==> src/rtl/rs232_pkg.sv <==
`default_nettype none
// ============================================================================
//  Module      : rs232_pkg
//  Description : Shared constants for the RS-232 command sequencer.
//                Contains the default frame start marker, the error codes
//                reported on err_code_o, and the sequencer state encoding.
//  Revision    : 1.0 - initial release
// ============================================================================
package rs232_pkg;

    // Default frame start marker
    localparam logic [7:0] SYNC_BYTE_DEF = 8'hA5;

    // Rejection reasons reported on err_code_o
    localparam logic [1:0] ERR_NONE    = 2'd0;
    localparam logic [1:0] ERR_CHK     = 2'd1;
    localparam logic [1:0] ERR_ADDR    = 2'd2;
    localparam logic [1:0] ERR_TIMEOUT = 2'd3;

    // Sequencer state encoding
    localparam logic [1:0] ST_IDLE  = 2'd0;
    localparam logic [1:0] ST_ADDR  = 2'd1;
    localparam logic [1:0] ST_DATA  = 2'd2;
    localparam logic [1:0] ST_CHECK = 2'd3;

endpackage : rs232_pkg
`default_nettype wire

==> src/rtl/rs232_byte_timeout.sv <==
`default_nettype none
// ============================================================================
//  Module      : rs232_byte_timeout
//  Description : Inter-byte idle counter. Clears whenever a byte arrives,
//                counts while enabled and saturates at TIMEOUT_CYCLES-1,
//                where it raises expired_o (qualified by enable_i).
//  Ports       : clock     - system clock
//                resetn    - asynchronous active-low reset
//                clear_i   - restart the count (a byte was received)
//                enable_i  - count while a frame is in progress
//                expired_o - idle limit reached
//  Revision    : 1.0 - initial release
// ============================================================================
module rs232_byte_timeout #(
    parameter int unsigned TIMEOUT_CYCLES = 1330000
) (
    input  logic clock,
    input  logic resetn,
    input  logic clear_i,
    input  logic enable_i,
    output logic expired_o
);

    localparam int unsigned CW = (TIMEOUT_CYCLES > 1) ? $clog2(TIMEOUT_CYCLES) : 1;
    localparam logic [CW-1:0] LAST = CW'(TIMEOUT_CYCLES - 1);

    logic [CW-1:0] count_q;

    // Saturating at LAST keeps expired_o asserted rather than wrapping
    // should the owner not react to it.
    always_ff @(posedge clock or negedge resetn) begin
        if (!resetn) begin
            count_q <= '0;
        end else if (clear_i) begin
            count_q <= '0;
        end else if (enable_i && (count_q != LAST)) begin
            count_q <= count_q + CW'(1);
        end
    end

    assign expired_o = enable_i && (count_q == LAST);

endmodule : rs232_byte_timeout
`default_nettype wire

==> src/rtl/rs232_cmd_ctrl.sv <==
`default_nettype none
// ============================================================================
//  Module      : rs232_cmd_ctrl
//  Description : Frames 4-byte write commands (sync, addr, data, checksum)
//                from a received byte stream, validates them and applies
//                accepted writes to a bank of 8-bit configuration registers.
//  Ports       : clock, resetn        - clock / async active-low reset
//                rx_data_i, rx_valid_i - received byte and its strobe
//                regs_o                - flattened register bank
//                reg_we_o/addr_o/wdata_o - write report pulse
//                err_o, err_code_o     - reject pulse and held reason
//                busy_o                - frame in progress
//                cmd_count_o           - accepted-command counter
//  Revision    : 1.0 - initial release
// ============================================================================
module rs232_cmd_ctrl
    import rs232_pkg::*;
#(
    parameter int unsigned NUM_REGS       = 8,
    parameter int unsigned TIMEOUT_CYCLES = 1330000,
    parameter logic [7:0]  SYNC_BYTE      = SYNC_BYTE_DEF
) (
    input  logic                  clock,
    input  logic                  resetn,
    input  logic [7:0]            rx_data_i,
    input  logic                  rx_valid_i,
    output logic [NUM_REGS*8-1:0] regs_o,
    output logic                  reg_we_o,
    output logic [3:0]            reg_addr_o,
    output logic [7:0]            reg_wdata_o,
    output logic                  err_o,
    output logic [1:0]            err_code_o,
    output logic                  busy_o,
    output logic [7:0]            cmd_count_o
);

    logic [1:0] state_q, state_d;
    logic [7:0] addr_q, data_q;
    logic       reg_we_q, reg_we_d;
    logic [3:0] reg_addr_q;
    logic [7:0] reg_wdata_q;
    logic       err_q, err_d;
    logic [1:0] err_code_q, err_code_d;
    logic [7:0] cmd_count_q;
    logic       busy;
    logic       timeout_expired;

    assign busy = (state_q != ST_IDLE);

    rs232_byte_timeout #(
        .TIMEOUT_CYCLES (TIMEOUT_CYCLES)
    ) u_timeout (
        .clock     (clock),
        .resetn    (resetn),
        .clear_i   (rx_valid_i),
        .enable_i  (busy),
        .expired_o (timeout_expired)
    );

    // ---------------- state register ----------------
    always_ff @(posedge clock or negedge resetn) begin
        if (!resetn) begin
            state_q <= ST_IDLE;
        end else begin
            state_q <= state_d;
        end
    end

    // ---------------- next-state logic ----------------
    // A received byte always takes priority over a coincident timeout.
    always_comb begin
        state_d = state_q;
        case (state_q)
            ST_IDLE: begin
                if (rx_valid_i && (rx_data_i == SYNC_BYTE)) state_d = ST_ADDR;
            end
            ST_ADDR: begin
                if (rx_valid_i)           state_d = ST_DATA;
                else if (timeout_expired) state_d = ST_IDLE;
            end
            ST_DATA: begin
                if (rx_valid_i)           state_d = ST_CHECK;
                else if (timeout_expired) state_d = ST_IDLE;
            end
            ST_CHECK: begin
                if (rx_valid_i || timeout_expired) state_d = ST_IDLE;
            end
            default: state_d = ST_IDLE;
        endcase
    end

    // ---------------- output / decision logic ----------------
    // Range check uses all 8 address bits so aliased indices are rejected.
    always_comb begin
        reg_we_d   = 1'b0;
        err_d      = 1'b0;
        err_code_d = err_code_q;
        if ((state_q == ST_CHECK) && rx_valid_i) begin
            if (rx_data_i != (addr_q ^ data_q)) begin
                err_d      = 1'b1;
                err_code_d = ERR_CHK;
            end else if (addr_q >= 8'(NUM_REGS)) begin
                err_d      = 1'b1;
                err_code_d = ERR_ADDR;
            end else begin
                reg_we_d   = 1'b1;
            end
        end else if (busy && !rx_valid_i && timeout_expired) begin
            err_d      = 1'b1;
            err_code_d = ERR_TIMEOUT;
        end
    end

    // ---------------- frame capture and status registers ----------------
    always_ff @(posedge clock or negedge resetn) begin
        if (!resetn) begin
            addr_q      <= '0;
            data_q      <= '0;
            reg_we_q    <= 1'b0;
            reg_addr_q  <= '0;
            reg_wdata_q <= '0;
            err_q       <= 1'b0;
            err_code_q  <= ERR_NONE;
            cmd_count_q <= '0;
        end else begin
            if (rx_valid_i && (state_q == ST_ADDR)) addr_q <= rx_data_i;
            if (rx_valid_i && (state_q == ST_DATA)) data_q <= rx_data_i;
            reg_we_q   <= reg_we_d;
            err_q      <= err_d;
            err_code_q <= err_code_d;
            if (reg_we_d) begin
                reg_addr_q  <= addr_q[3:0];
                reg_wdata_q <= data_q;
                cmd_count_q <= cmd_count_q + 8'd1;
            end
        end
    end

    // ---------------- register bank ----------------
    for (genvar i = 0; i < NUM_REGS; i++) begin : g_regs
        logic [7:0] bank_q;
        always_ff @(posedge clock or negedge resetn) begin
            if (!resetn) begin
                bank_q <= '0;
            end else if (reg_we_d && (addr_q == 8'(i))) begin
                bank_q <= data_q;
            end
        end
        assign regs_o[8*i +: 8] = bank_q;
    end

    assign reg_we_o    = reg_we_q;
    assign reg_addr_o  = reg_addr_q;
    assign reg_wdata_o = reg_wdata_q;
    assign err_o       = err_q;
    assign err_code_o  = err_code_q;
    assign busy_o      = busy;
    assign cmd_count_o = cmd_count_q;

endmodule : rs232_cmd_ctrl
`default_nettype wire

==> config.mk <==
export PLATFORM = sky130hd
export DESIGN_NAME = rs232_cmd_ctrl
export DESIGN_NICKNAME = d
export VERILOG_FILES = /design/src/rtl/rs232_pkg.sv /design/src/rtl/rs232_byte_timeout.sv /design/src/rtl/rs232_cmd_ctrl.sv
export SDC_FILE = /design/constraint.sdc
export NUM_CORES = 1
export LEC_CHECK = 0
export CAP_MARGIN = 40
export CORE_ASPECT_RATIO = 0.7
export CORE_MARGIN = 1
export CORE_UTILIZATION = 43
export DETAILED_ROUTE_END_ITERATION = 10
export PLACE_DENSITY = 0.78
export SLEW_MARGIN = 0
export SYNTH_ARGS = -nofsm -noshare
export SYNTH_HDL_FRONTEND = slang
export SYNTH_SLANG_ARGS = --single-unit
==> constraint.sdc <==
create_clock -name clock -period 6.1 [get_ports clock]
set_input_delay 0.61 -clock clock [delete_from_list [all_inputs] [get_ports clock]]
set_output_delay 0.61 -clock clock [all_outputs]
set_load 0.05 [all_outputs]
==> reports/metrics.yaml <==
sta:
  post-route-period-util_pct: 60.9
  rsz0062_at_grt: "false"
  slew_viol_final: 0
  hold_violations: 0
  finalCriticalPeriod_ns: 3.72
  setup_viol: 0
  slew_headroom_pct: 39.4
  tightest_slew_ns: 0.907
  fin_skew_ns: 0.00651
  tns_ns: 0
  fmax_mhz: 269
logic_synthesis:
  syn_avg_cell_area_um2: 13.6
  synth_seq_cells: 127
  synth_top_family_by_area: "multiplexers"
  synthArstFlopShare_pct: 100
  synth-seq-area-share_pct: 57.5
  synthMuxAreaShare_pct: 19.7
  synth_fa_ha_area_share_pct: 0.453
  synth_xor_xnor_area_share_pct: 5.48
  yosys.area_share.simple_pct: 11.0
  synthFlopType: "dfrtp_1"
  synth_edf_count: 0
  ys_types: 44
  syn_inst: 406
  synth_compound_gate_area_share_pct: 3.94
  synth_area_mm2: 0.00553
  ys.warnings.count: 0
  synth_nets: 419
critical_path:
  critPathKind: "input port to flip-flop"
  arrival_ns: 4.01
  critPathCaptureType: "flip-flop"
  critPathLaunchType: "input port"
  worstPathMaxFanout: 26
  cp_data_required_time_ns: 6.39
drt:
  vias: 3766
  drt_iter0_drc: 312
  drt-total-wl_um: 13300
  ant_nets: 0
  routedWlPerCell_um: 19.4
  drtPass1Iterations: 5
  drc_errors: 0
  vias_per_cell: 5.51
layout:
  nFillCells: 964
  layout-drive-gt1-share_pct: 24.6
  layout_commonest_cell: "dfrtp_1"
  mostFrequentLayoutCells: "dfrtp_1 (127), clkdlybuf4s50_1 (98), mux2_2 (74)"
  fin_nets: 521
  n_antenna_cell: 0
  area_growth_pct: 32.1
  stdcell_area_mm2: 0.00730
clocking:
  cts_hold_buf: 0
  clk_latency_ns: 0.42
  cts.path.max_buffers: 2
  cts_made_buffers: 17
  cts.sinks: 127
  clockRootBuffer: "clkbuf_16"
  clkTransAtPathRegs_ns: 0.06
  ctsResizeCount: 0
  cts_tree: "done"
  htree_levels: 4
  cts_setup_buffers: 0
job:
  max-cap-violations: 0
placement:
  gp_congestion: 0.813
  io_buffers: 99
  hpwl_um: 8800
  place_area_mm2: 0.00668
global_route:
  grt_pass1_vias: 3824
  grt_overflow_total: 0
  grt_util_all_layers_pct: 21.8
  antenna_found_initial: 0
  grt_pass1_wl_um: 21400
  grt_max_degree: 57
pwr:
  cellPowerDensity_mw_per_mm2: 351
  irDropWorstVdd_mv: 0.279
  p_leak_nw: 3.35
floorplan:
  die_h_um: 96.9
  coreArea_mm2: 0.0125
  start_util_pct: 44.3
  num_rows: 34
  die_area_mm2: 0.0133
  die-width_um: 138
  ioPinCount: 100
outcome:
  outcome: "finished clean"
worst_hold_path:
  hold_class: "input port to asynchronous set/reset pin"
[cell families (layout without fill, tap and decap cells)]
family,count (synthesis),in the layout
AOI/OAI and AO/OA,34,34
xor gates and xnor gates,22,22
adders and majority gates,2,2
buffers and inverters,26,141
DFF,127,127
muxes,94,94
and+or+nand+nor,101,101
[worst paths after layout]
kind | from | to | slack (ns) | cells after the start
setup / recovery | rx_valid_i | g_regs[5].bank_q[2] | 2.38 | 7
hold reg to reg | g_regs[3].bank_q[5] | g_regs[3].bank_q[5] | 0.49 | 1
max in group asynchronous | resetn | cmd_count_o[5] | 4.70 | 3
min in group clock | g_regs[3].bank_q[5] | g_regs[3].bank_q[5] | 0.49 | 1
hold / removal | resetn | g_regs[0].bank_q[5] | 0.23 | 1
setup reg to reg | addr_q[4] | g_regs[5].bank_q[2] | 3.02 | 6
[metal layers]
metal / wire length, µm / GRT usage [%]
met5: 0 / 0
met4: 176 / 7.61
met3: 870 / 5.61
met2: 5950 / 32.0
met1: 6250 / 31.1
[state kept, by name, indices dropped and copies added (netlist names)]
register	flops
addr_q	8
cmd_count_o	8
data_q	8
err_code_o	2
err_o	1
g_regs.bank_q	64
reg_addr_o	4
reg_wdata_o	8
reg_we_o	1
state_q	2
u_timeout.count_q	21
[area by class of cell]
type	count	area, µm²	share of cell area [%]
sequential	127	3180	43.5
multi-input combinational	253	2250	30.8
inverter	6	22.5	0.309
tap	162	203	2.78
clock buffer	18	439	6.02
timing repair buffer	103	1030	14.1
clock inverter	14	178	2.43
[Yosys cell counts, types with 2 or more instances]
cell type	count	area, µm²
nor2b_1	2	12.5
nand4b_1	2	17.5
ha_1	2	25.0
o21ai_0	4	20.0
dfrtp_1	127	3180
mux2_2	74	833
nand2_1	19	71.3
mux2_4	8	120
or4b_2	2	20.0
xnor2_1	9	78.8
or2_2	2	12.5
nor4bb_1	3	30.0
xnor3_1	8	180
or3_1	5	31.3
clkbuf_1	15	56.3
and4_1	4	35.0
inv_1	6	22.5
nand4_1	7	43.8
a21oi_1	13	65.1
and3_1	2	12.5
nand3_1	11	55.1
nor2_1	14	52.6
nor4_1	7	43.8
buf_2	4	20.0
nor3_1	5	25.0
o31ai_1	9	67.6
xor2_1	5	43.8
mux2_1	11	124
o211ai_1	2	15.0
or4_1	10	75.1
[report_power, final]
part / leakage, nW / internal (W) / total (W) / switching, W
Combinational: 1.31 / 0.000220 / 0.000416 / 0.000195
Sequential: 1.74 / 0.000912 / 0.00110 / 0.000186
Clock: 0.302 / 0.000660 / 0.00105 / 0.000389
Total: 3.35 / 0.00179 / 0.00256 / 0.000771
[worst max-delay path: stages]
cell	delay, ns
clkdlybuf4s50_1	1.07
nand3_1	0.33
or3_4	0.49
nor4_4	0.27
buf_4	0.33
nand4b_1	0.45
mux2_2	0.44
[through the flow]
| stage | std cells | utilization [%] | power [W] | hold WS, ns | setup WS (ns) |
|---|---|---|---|---|---|
| after global routing | 683 | 58.6 | 0.00267 | 0.269 | 2.12 |
| final | 683 | 58.6 | 0.00256 | 0.234 | 2.38 |
| after CTS | 683 | 58.6 | 0.00258 | 0.246 | 2.37 |
| after detailed placement | 651 | 53.6 | 0.00152 | 0.473 | 2.00 |
| after floorplan | 406 | - | 0.00136 | 0.314 | 3.29 |
| after global placement | 650 | 53.4 | 0.00151 | 0.468 | 2.16 |
Note: power is estimated with default switching activity, not from simulation.
